[src/rtl/crc15_engine_pkg.sv]
// Shared constants and state encoding for the CAN CRC-15 sequencer.
package crc15_engine_pkg;

    localparam int unsigned      CRC_W      = 15;
    localparam logic [CRC_W-1:0] POLY       = 15'h4599;
    localparam logic [3:0]       SHIFT_LAST = 4'd14;

    typedef enum logic [1:0] {
        ST_IDLE  = 2'd0,
        ST_CALC  = 2'd1,
        ST_SHIFT = 2'd2
    } state_e;

endpackage

[src/rtl/crc15_engine_if.sv]
// Frame-controller side bus of the CRC-15 sequencer.
interface crc15_engine_if;
    import crc15_engine_pkg::*;

    logic             bit_valid;
    logic             bit_in;
    logic             start;
    logic             calc_end;
    logic             shift_req;
    logic             preload_en;
    logic [CRC_W-1:0] preload_val;
    logic [CRC_W-1:0] crc;
    logic             crc_bit_out;
    logic             crc_zero;
    logic             busy;
    logic             shift_done;

    modport master (
        output bit_valid, bit_in, start, calc_end, shift_req, preload_en, preload_val,
        input  crc, crc_bit_out, crc_zero, busy, shift_done
    );

    modport slave (
        input  bit_valid, bit_in, start, calc_end, shift_req, preload_en, preload_val,
        output crc, crc_bit_out, crc_zero, busy, shift_done
    );

endinterface

[src/rtl/crc15_engine_bit_cell.sv]
// One CRC register bit: enable plus a load-select mux between preload and shift input.
module crc15_bit_cell (
    input  logic clock,
    input  logic reset,
    input  logic en,
    input  logic load,
    input  logic preload_bit,
    input  logic shift_bit,
    output logic q
);

    logic bit_d;
    logic bit_q;

    always_comb begin
        bit_d = bit_q;
        if (en) begin
            bit_d = load ? preload_bit : shift_bit;
        end
    end

    always_ff @(posedge clock) begin
        if (!reset) begin
            bit_q <= 1'b0;
        end else begin
            bit_q <= bit_d;
        end
    end

    assign q = bit_q;

endmodule

[src/rtl/crc15_engine.sv]
// CAN CRC-15 sequencer: accumulates over destuffed bits, shifts the CRC field out MSB-first,
// and drives the enable/load controls of the 15 register cells.
module crc15_engine
    import crc15_engine_pkg::*;
(
    input  logic           clock,
    input  logic           reset,
    crc15_engine_if.slave  bus
);

    state_e           state_q;
    state_e           state_d;
    logic [3:0]       cnt_q;
    logic [3:0]       cnt_d;
    logic             shift_done_q;
    logic             shift_done_d;
    logic [CRC_W-1:0] crc_q;
    logic [CRC_W-1:0] cell_shift;
    logic [CRC_W-1:0] cell_preload;
    logic             cell_en;
    logic             cell_load;
    logic             feedback;

    always_ff @(posedge clock) begin
        if (!reset) begin
            state_q      <= ST_IDLE;
            cnt_q        <= '0;
            shift_done_q <= 1'b0;
        end else begin
            state_q      <= state_d;
            cnt_q        <= cnt_d;
            shift_done_q <= shift_done_d;
        end
    end

    // Start clears the register through the cells' load path with a zero preload.
    always_comb begin
        state_d      = state_q;
        cnt_d        = cnt_q;
        shift_done_d = 1'b0;
        cell_en      = 1'b0;
        cell_load    = 1'b0;
        cell_preload = bus.preload_val;
        feedback     = 1'b0;
        if (bus.start) begin
            state_d      = ST_CALC;
            cnt_d        = '0;
            cell_en      = 1'b1;
            cell_load    = 1'b1;
            cell_preload = '0;
        end else if (bus.preload_en) begin
            cell_en   = 1'b1;
            cell_load = 1'b1;
        end else begin
            case (state_q)
                ST_IDLE: begin
                    if (bus.shift_req) begin
                        state_d = ST_SHIFT;
                        cnt_d   = '0;
                    end
                end
                ST_CALC: begin
                    if (bus.shift_req) begin
                        state_d = ST_SHIFT;
                        cnt_d   = '0;
                    end else if (bus.calc_end) begin
                        state_d = ST_IDLE;
                    end else if (bus.bit_valid) begin
                        cell_en  = 1'b1;
                        feedback = bus.bit_in ^ crc_q[CRC_W-1];
                    end
                end
                ST_SHIFT: begin
                    if (bus.bit_valid) begin
                        cell_en = 1'b1;
                        if (cnt_q == SHIFT_LAST) begin
                            state_d      = ST_IDLE;
                            cnt_d        = '0;
                            shift_done_d = 1'b1;
                        end else begin
                            cnt_d = cnt_q + 4'd1;
                        end
                    end
                end
                default: begin
                    state_d = ST_IDLE;
                    cnt_d   = '0;
                end
            endcase
        end
    end

    always_comb begin
        cell_shift = {crc_q[CRC_W-2:0], 1'b0} ^ (feedback ? POLY : '0);
    end

    for (genvar i = 0; i < CRC_W; i++) begin : g_cell
        crc15_bit_cell u_cell (
            .clock       (clock),
            .reset       (reset),
            .en          (cell_en),
            .load        (cell_load),
            .preload_bit (cell_preload[i]),
            .shift_bit   (cell_shift[i]),
            .q           (crc_q[i])
        );
    end

    always_comb begin
        bus.crc         = crc_q;
        bus.crc_bit_out = crc_q[CRC_W-1];
        bus.crc_zero    = (crc_q == '0);
        bus.busy        = (state_q != ST_IDLE);
        bus.shift_done  = shift_done_q;
    end

endmodule

[src/flat_wrapper.sv]
// flat-port wrapper written by rule: the top's interface ports become plain ports
module crc15_engine_flat import crc15_engine_pkg::*;
  (clock, reset, bus_bit_valid, bus_bit_in, bus_start, bus_calc_end, bus_shift_req, bus_preload_en, bus_preload_val, bus_crc, bus_crc_bit_out, bus_crc_zero, bus_busy, bus_shift_done);
  crc15_engine_if bus_i ();
  input  logic clock;
  input  logic reset;
  input wire logic [$bits(bus_i.bit_valid)-1:0] bus_bit_valid;
  input wire logic [$bits(bus_i.bit_in)-1:0] bus_bit_in;
  input wire logic [$bits(bus_i.start)-1:0] bus_start;
  input wire logic [$bits(bus_i.calc_end)-1:0] bus_calc_end;
  input wire logic [$bits(bus_i.shift_req)-1:0] bus_shift_req;
  input wire logic [$bits(bus_i.preload_en)-1:0] bus_preload_en;
  input wire logic [$bits(bus_i.preload_val)-1:0] bus_preload_val;
  output wire logic [$bits(bus_i.crc)-1:0] bus_crc;
  output wire logic [$bits(bus_i.crc_bit_out)-1:0] bus_crc_bit_out;
  output wire logic [$bits(bus_i.crc_zero)-1:0] bus_crc_zero;
  output wire logic [$bits(bus_i.busy)-1:0] bus_busy;
  output wire logic [$bits(bus_i.shift_done)-1:0] bus_shift_done;
  assign bus_i.bit_valid = bus_bit_valid;
  assign bus_i.bit_in = bus_bit_in;
  assign bus_i.start = bus_start;
  assign bus_i.calc_end = bus_calc_end;
  assign bus_i.shift_req = bus_shift_req;
  assign bus_i.preload_en = bus_preload_en;
  assign bus_i.preload_val = bus_preload_val;
  assign bus_crc = bus_i.crc;
  assign bus_crc_bit_out = bus_i.crc_bit_out;
  assign bus_crc_zero = bus_i.crc_zero;
  assign bus_busy = bus_i.busy;
  assign bus_shift_done = bus_i.shift_done;
  crc15_engine u_core (.clock(clock), .reset(reset), .bus(bus_i));
endmodule
[config.mk]
export PLATFORM = sky130hd
export DESIGN_NAME = crc15_engine_flat
export DESIGN_NICKNAME = d
export VERILOG_FILES = /design/src/rtl/crc15_engine_pkg.sv /design/src/rtl/crc15_engine_if.sv /design/src/rtl/crc15_engine_bit_cell.sv /design/src/rtl/crc15_engine.sv /design/src/flat_wrapper.sv
export SDC_FILE = /design/constraint.sdc
export NUM_CORES = 1
export LEC_CHECK = 0
export ABC_CLOCK_PERIOD_IN_PS = 4600
export CORE_MARGIN = 2
export CORE_UTILIZATION = 50
export CTS_CLUSTER_SIZE = 24
export DETAILED_ROUTE_END_ITERATION = 7
export PLACE_DENSITY_LB_ADDON = 0.2
export SYNTH_ARGS = -nofsm -noshare
export SYNTH_HDL_FRONTEND = slang
export SYNTH_HIERARCHICAL = 1
export SYNTH_SLANG_ARGS = --single-unit
[constraint.sdc]
create_clock -name clock -period 4.6 [get_ports clock]
set_input_delay 0.92 -clock clock [delete_from_list [all_inputs] [get_ports clock]]
set_output_delay 0.92 -clock clock [all_outputs]
set_load 0.02 [all_outputs]
* Yosys cells after proc, flatten, opt, wreduce, memory -nomap -nowiden
Index checks and enable logic that the tools add are counted.
Storage, ports and cells: flip-flop bits (word level) 22, input bits 23, logic and storage cells 92
Cells by class: $add $sub $neg 1, equal/unequal tests 13, muxes and demuxes 44, bitwise operators 6, reductions and logical operators 9
Operators with widths (number):
- 1-bit two-way mux | 31
- 15-bit two-way mux | 2
- 15-bit logical NOT | 1
- 15-bit XOR | 1
- 4-bit two-way mux | 3
- 2-bit two-way mux | 5
- 5-bit AND reduction | 2
- 3-bit != test, second input constant | 3
- 4-bit case mux with 2 select lines | 1
- 2-bit != test, second input constant | 3
- 2-bit case mux with 3 select lines | 1
- 5-bit OR reduction | 1
- 4-bit by 1-bit adder with 4-bit output, second input constant | 1
- 4-bit == test, second input constant | 1
- 2-bit by 1-bit != test with 1-bit output, second input constant | 2
- 4-bit != test, second input constant | 1
- 1-bit NOT | 4
- 2-bit OR reduction | 2
- 3-bit by 2-bit != test with 1-bit output, second input constant | 1
- 3-bit AND reduction | 1
- 2-bit by 1-bit == test with 1-bit output, second input constant | 1
- 2-bit == test, second input constant | 1
- 2-bit logical NOT | 1
- 1-bit case mux with 2 select lines | 1
- other kinds (2) | 2

* Longest topological paths before layout
Gate-level depths: netlist of the first run.
word-level depth 10, gate-level depth with buffers 7

* Hierarchy
The synthesis of the first run kept the hierarchy.
Modules (own cells, without submodules):
- crc15_engine | instances 1, cells each 96, area an instance 773.2 µm², seq. area each 140.1 µm²
- crc15_bit_cell | instances 15, cells each 4, area an instance 40.0 µm², seq. area each 20.0 µm²

* Worst setup path after synthesis of the first run
OpenSTA, ideal clock, no wires.
kind input -> register, from in bus_shift_req, to reg u_core.g_cell[0].u_cell.bit_q, setup time 74 ps, arrival 1928 ps, setup slack 2599 ps, stages on the path 5, buffers on the path 0, cells stage by stage nor3b_2 o211ai_1 nand2_1 o21ai_0 a21oi_1
RTL lines:
- start, declared | line flat_wrapper.sv:11 | input wire logic [$bits(bus_i.shift_req)-1:0] bus_shift_req;
- 1-bit two-way mux | line crc15_engine.sv:63 | if (bus.shift_req) begin
- 1-bit case mux with 2 select lines | line crc15_engine.sv:55 | case (state_q)
- 1-bit two-way mux | line crc15_engine.sv:51 | end else if (bus.preload_en) begin
- 1-bit two-way mux | line crc15_engine.sv:45 | if (bus.start) begin
- via u_core.cell_en | line crc15_engine.sv:20 | logic cell_en;
- end signal, assigned | line crc15_engine_bit_cell.sv:26 | bit_q <= bit_d;
- end, declared | line crc15_engine_bit_cell.sv:13 | logic bit_q;
The timed path passes the listed nets, and every way through them passes these cells. A chain may end at the register's enable or synchronous reset.

* Worst setup path in the final report of the first run
from in bus_start, to reg u_core.g_cell[9].u_cell.bit_q
RTL lines:
- start, declared | line flat_wrapper.sv:9 | input wire logic [$bits(bus_i.start)-1:0] bus_start;
- 1-bit two-way mux | line crc15_engine.sv:45
- via u_core.cell_en | line crc15_engine.sv:20
- end signal, assigned | line crc15_engine_bit_cell.sv:26
- end, declared | line crc15_engine_bit_cell.sv:13
The timed path passes the listed nets, and every way through them passes these cells.

==> metrics.csv, run 1 <==
stage;metric;value;unit
status;status;complete, no violations;
floorplanning;Die Wd;56.4;um
final_layout;Non-Filler Instances;221;
worst_setup_path;Crit Path Max Fanout;30;
pwr;Pwr per Cell Area;247;nW/um^2
worst_setup_path;Worst R2R Setup Slack;2.45;ns
yosys;post-synthesis sequential area ratio;0.321;
final_layout;layout cells sized above 1;0.0579;
hold_path;Hold Path Depth;2;
floorplanning;core footprint;2690;um^2
grt;first-pass GRT wire length;4.93;mm
detailed_routing;iteration count of the initial detailed-routing pass;4;
final_layout;Multi-input gate area;835;um^2
clocking;post-CTS setup buffers;0;
worst_setup_path;Worst Reg-to-Reg Cells;7;
final_layout;utilization after layout;0.664;
yosys;share of flip-flops with an asynchronous set or reset;0;
sta;Max Clock Skew;0.000849;ns
final_layout;FF/Latch Area;440;um^2
worst_setup_path;max incr delay on CP;0.74;ns
yosys;number of synthesized flops with an enable pin;0;
worst_setup_path;CP max stage cell;clkdlybuf4s50_1;
grt;vias in the first global route;1150;
placed_design;GP Congestion;0.820;
sta;count of pins over their slew limit;0;
worst_setup_path;crit-path cells;clkdlybuf4s50_1 > nor2_1 > nand2_1 > o21ai_0 > a21oi_1;
final_layout;synth-to-layout area growth;29.8;%
clocking;# hold bufs at CTS;0;
pwr;maximum VDD drop;187;uV
yosys;Gate Count Post-Synth;156;
floorplanning;Core Rows;19;
final_layout;final instance area;1780;um^2
clocking;CTS sink cnt;22;
yosys;Synth Register Bits;22;
hold_path;worst min-delay path class;flop to flop;
sta;RSZ-0062 raised after global routing;no;
detailed_routing;Vias per Instance;5.60;
placed_design;port bufs;41;
yosys;Mapped Area;1370;um^2
sta;FMAX;342;MHz
detailed_routing;routed vias;1237;
sta;Slew @ Worst Pin;0.808;ns
detailed_routing;post-detailed-routing wire length;3.03;mm
sta;Fin. Hold Viols;0;
worst_setup_path;CP startpoint kind;input pin;
final_layout;number of fill cells in the layout;238;
clocking;post_cts resized;0;
worst_setup_path;worst flop-to-flop path endpoint;u_core/g_cell[9].u_cell/q;
hold_path;Worst Hold Launch;u_core/state_q[0];
clocking;CTS H-tree depth;1;
clocking;clk buf depth;2;
grt;initial antenna violation count;0;
floorplanning;Initial Util;0.511;
run;Max Cap Violations;0;
sta;clock period minus worst slack;2.93;ns
pwr;LEAKAGE;0.699;nW
grt;Overall Global Routing Usage;0.193;
placed_design;Placed Cells;217;
yosys;syn_nets;184;
final_layout;Final Net Count;219;
floorplanning;chip height;56.4;um
final_layout;number of diodes;0;
sta;final setup fails;0;
sta;Final period util;0.636;
grt;Congestion Overflow GR;0;
clocking;CTS tree;yes;
yosys;Main synth FF type;dfxtp_1;
floorplanning;DIE AREA;3180;um^2
placed_design;DP HPWL;2.19;mm
worst_setup_path;worst reg2reg path startpoint;u_core/state_q[1];
yosys;largest cells by area after synthesis;dfxtp_1 (32%), mux2i_1 (11%), nor2b_1 (7.7%);
yosys;Yosys cell types;34;
yosys;Synth area leader;dfxtp_1;
hold_path;worst hold endpoint;u_core/state_q[0];
worst_setup_path;Worst Setup End Kind;flop;
yosys;Synth top area share;0.321;
sta;Rel. slew slack;0.460;
detailed_routing;DRT iter0 DRCs;65;
detailed_routing;Routed Antenna Nets;0;
yosys;warnings from Yosys;6;
floorplanning;Ports;42;
sta;TNS Setup;0;ns
clocking;clock-pin slew on the worst setup and hold paths;0.12;ns
placed_design;DP Area;1750;um^2
clocking;TritonCTS buffer count;3;
sta;final hold slack;0.494;ns
yosys;Mean Syn Cell Area;8.81;um^2
worst_setup_path;crit path DAT;3.09;ns
worst_setup_path;Worst setup startpoint;bus_start;
worst_setup_path;CP Class;input pin to flop;
worst_setup_path;WP data required;4.77;ns
detailed_routing;detail-routed net length per standard cell;13.7;um
grt;pin count of the biggest net entering global routing;31;
detailed_routing;DRC errors left;0;
clocking;Root Driver;clkbuf_4;
clocking;Clk Latency, worst-skew pair;0.30;ns
-- layout make-up --
cell class | instances | share of cell area
clock buffer | 4 | 0.0204
inverter | 6 | 0.0126
multi-input combinational | 117 | 0.468
sequential | 22 | 0.247
tap | 31 | 0.0218
timing repair buffer | 41 | 0.230
-- cells in the mapped netlist, types with 2 or more instances --
cell     count
nor2b_1     17
nor4_1       3
o22ai_1      2
dfxtp_1     22
xnor2_1      7
mux2i_1     15
nand3_1      3
nand2_1     11
a21oi_1     17
inv_1        6
buf_4        9
nor3_1       2
o21ai_0     16
ha_1         5
o21a_1       2
-- report_power, final --
group          total, mW  internal [mW]  switching, mW
Combinational      0.119         0.0624         0.0568
Clock              0.108         0.0483         0.0597
Sequential         0.212          0.201         0.0113
Total              0.440          0.312          0.128
-- per-layer routing --
metal	vias to the layer above	wire, um	track usage
li1	620	-	-
met1	584	1320	0.229
met2	29	1550	0.339
met3	4	120	0.0346
met4	0	39	0.0816
met5	-	0	0
-- worst max-delay path: cells and delay by family --
family                 cells  cell delay (ns)
AO/OA/AOI/OAI              2             0.48
buffers and inverters      1             0.74
AND/OR/NAND/NOR            2             0.94
-- through the flow --
stage	power, mW	setup slack [ns]
after global routing	0.464	1.44
after detailed placement	0.335	1.38
after CTS	0.444	1.72
after global placement	0.333	1.49
final	0.440	1.67
after floorplan	0.286	2.60
-- cell usage in the layout, fill, tap and decap left out, types with 3 or more instances in the layout --
master,synthesis,routed
mux2i_1,15,15
ha_1,5,5
nor2b_1,17,17
nand2_1,11,11
a21oi_1,17,17
o21ai_0,16,16
clkbuf_4,0,3
dfxtp_1,22,22
xnor2_1,7,7
nand3_1,3,3
nor4_1,3,3
clkdlybuf4s50_1,0,41
inv_1,6,6
-- how the worst max path moves through the flow --
| stage | to | slack (ns) | cells after the start |
|---|---|---|---|
| floorplan | u_core/g_cell[0].u_cell/q | 2.60 | 5 |
| global placement | u_core/g_cell[4].u_cell/q | 1.49 | 5 |
| detailed placement | u_core/g_cell[3].u_cell/q | 1.38 | 5 |
| CTS | u_core/g_cell[3].u_cell/q | 1.72 | 5 |
| global route | u_core/g_cell[14].u_cell/q | 1.44 | 5 |
| finish | u_core/g_cell[9].u_cell/q | 1.67 | 5 |
-- registers in the layout, summed over array words and instances (netlist names) --
signal                  flops
u_core/g_cell.u_cell/q     15
u_core/cnt_q                4
u_core/state_q              2
u_core/bus.shift_done       1
-- cells by family (layout without fill, tap and decap cells) --
family,Yosys count,count (layout),share of synthesized area
AO/OA/AOI/OAI,44,44,0.199
AND/OR/NAND/NOR,46,46,0.209
adder cells (fa/ha/maj),5,5,0.0455
flip-flops,22,22,0.321
buffers and inverters,17,51,0.0719
multiplexers,15,15,0.109
XOR/XNOR,7,7,0.0446
No activity file was read; power rests on OpenSTA's default activity.
==> run 2, diff against run 1 <==
--- a/config.mk
+++ b/config.mk
@@ -5,9 +5,9 @@
 export SDC_FILE = /design/constraint.sdc
 export NUM_CORES = 1
 export LEC_CHECK = 0
-export ABC_CLOCK_PERIOD_IN_PS = 4600
+export ABC_CLOCK_PERIOD_IN_PS = 2800
 export CORE_MARGIN = 2
-export CORE_UTILIZATION = 50
+export CORE_UTILIZATION = 46
 export CTS_CLUSTER_SIZE = 24
 export DETAILED_ROUTE_END_ITERATION = 7
 export PLACE_DENSITY_LB_ADDON = 0.2
==> constraint.sdc (replaced) <==
create_clock -name clock -period 2.8 [get_ports clock]
set_input_delay 0.56 -clock clock [delete_from_list [all_inputs] [get_ports clock]]
set_output_delay 0.56 -clock clock [all_outputs]
set_load 0.02 [all_outputs]
==> run 2 against run 1 <==
  * The run now ends with design-rule violations left
  * Sequential share of layout area is 0.41 points lower
  * Clock power up 67%
  * Via count shrank 0.97%
  * Non-clock buffer count up 4
  * Sequential power grew 65%
  * Core utilization shrank 1.7 points
  * Routed wire length is 8.0% higher
  * First-iteration DRC count is 7.7% lower
  * Largest power group unchanged
  * Cell area up 1.7%
  * Worst setup slack got worse by 1.3 ns
==> metrics.csv, run 2 (synthesis gave the netlist of run 1 again) <==
stage;metric;value;unit
status;status;complete, but fails checks;
status;failing checks;design-rule violations;
placed_design;GP Congestion;0.805;
worst_setup_path;Worst Setup End Kind;output pin;
placed_design;Setup WS pre-CTS;0.588;ns
worst_setup_path;crit path DAT;1.83;ns
final_layout;layout cells sized above 1;0.0773;
sta;Fin. Hold Viols;0;
detailed_routing;DRT iter0 DRCs;60;
clocking;# hold bufs at CTS;0;
clocking;clk buf depth;2;
worst_setup_path;Crit Path Max Fanout;5;
pwr;Pwr per Cell Area;403;nW/um^2
clocking;TritonCTS buffer count;3;
final_layout;Multi-input gate area;835;um^2
grt;vias in the first global route;1196;
detailed_routing;Routed Antenna Nets;0;
sta;TNS Setup;0;ns
sta;Max Clock Skew;0.00714;ns
floorplanning;Core Rows;19;
sta;RSZ-0062 raised after global routing;no;
clocking;clock-pin slew on the worst setup and hold paths;0.13;ns
final_layout;commonest non-fill, non-tap cell in the layout;clkdlybuf4s50_1;
floorplanning;Die Wd;58.7;um
grt;Congestion Overflow GR;0;
grt;Overall Global Routing Usage;0.202;
placed_design;DP HPWL;2.40;mm
sta;final setup fails;0;
detailed_routing;DRC errors left;2;
clocking;CTS tree;yes;
sta;count of pins over their slew limit;0;
floorplanning;Ports;42;
sta;Slew @ Worst Pin;0.571;ns
floorplanning;core footprint;2810;um^2
final_layout;commonest non-fill, non-tap cells in the layout;clkdlybuf4s50_1 (41), dfxtp_1 (22), nor2b_1 (17), a21oi_1 (17), o21ai_0 (16);
detailed_routing;iteration count of the initial detailed-routing pass;6;
grt;pin count of the biggest net entering global routing;31;
clocking;CTS sink cnt;22;
placed_design;port bufs;41;
final_layout;synth-to-layout area growth;32.0;%
detailed_routing;routed vias;1225;
detailed_routing;post-detailed-routing wire length;3.27;mm
detailed_routing;detail-routed net length per standard cell;14.5;um
detailed_routing;Vias per Instance;5.44;
sta;Final period util;0.853;
final_layout;number of fill cells in the layout;240;
grt;first-pass GRT wire length;5.43;mm
run;Max Cap Violations;0;
clocking;CTS H-tree depth;1;
final_layout;Final Net Count;223;
worst_setup_path;CP Class;flop to output pin;
clocking;post_cts resized;0;
sta;clock period minus worst slack;2.39;ns
grt;initial antenna violation count;0;
sta;FMAX;419;MHz
worst_setup_path;WP data required;2.24;ns
floorplanning;Initial Util;0.490;
hold_path;worst min-delay path class;flop to flop;
clocking;Root Driver;clkbuf_4;
sta;worst setup margin;0.412;ns
pwr;LEAKAGE;0.717;nW
final_layout;FF/Latch Area;440;um^2
clocking;post-CTS setup buffers;0;
final_layout;number of diodes;0;
final_layout;Largest register FFs;15;
floorplanning;chip height;58.7;um
sta;Rel. slew slack;0.618;
floorplanning;DIE AREA;3440;um^2
clocking;Clk Latency, worst-skew pair;0.31;ns
pwr;maximum VDD drop;350;uV
worst_setup_path;CP startpoint kind;flop;
## run 2: cell types whose count changed in the layout (fill, tap and decap cells not counted), sizes merged
cell	previous run	this run
buf	0	4
## run 2: report_power, final
part | total, mW | internal [mW] | switching, mW
clock | 0.180 | 0.0794 | 0.101
combinational | 0.200 | 0.106 | 0.0945
sequential | 0.349 | 0.330 | 0.0189
## run 2: path summary, 6_finish.rpt
path,start,endpoint,slack [ns],cells after the start
min,u_core/state_q[0],u_core/state_q[0],0.49,2
min reg2reg,u_core/state_q[0],u_core/state_q[0],0.49,2
max,u_core/g_cell[14].u_cell/q,bus_crc_zero,0.41,3
max reg2reg,u_core/state_q[1],u_core/g_cell[3].u_cell/q,0.97,7
## run 2: area by class of cell
cell class	count	area share
clock buffer	4	0.0200
inverter	6	0.0124
multi-input combinational	117	0.460
sequential	22	0.243
tap	31	0.0214
timing repair buffer	45	0.243
## run 2: per-stage QoR
step                power (mW)  hold WS (ns)  area, um^2  std cells  utilization
detailed placement       0.556         0.480        1780        221        0.633
global route             0.764         0.529        1810        225        0.646
floorplan                0.471         0.453        1370        156            -
finish                   0.730         0.492        1810        225        0.646
global placement         0.551         0.471        1780        221        0.633
CTS                      0.735         0.501        1810        225        0.646
## run 2: metal layers
layer  wire [um]  part of all wire  global-route usage  vias to the layer above
li1            -                 -                   -                      627
met1        1570              0.48               0.266                      564
met2        1550              0.47               0.342                       32
met3         131             0.040              0.0484                        2
met4          21            0.0064              0.0357                        0
met5           0                 0                   0                        -
## run 2: worst max-delay path, stage by stage, from the launching register on
cell	delay, ns
dfxtp_1	0.39
nor4_1	0.29
and4_1	0.23
clkdlybuf4s50_1	0.61
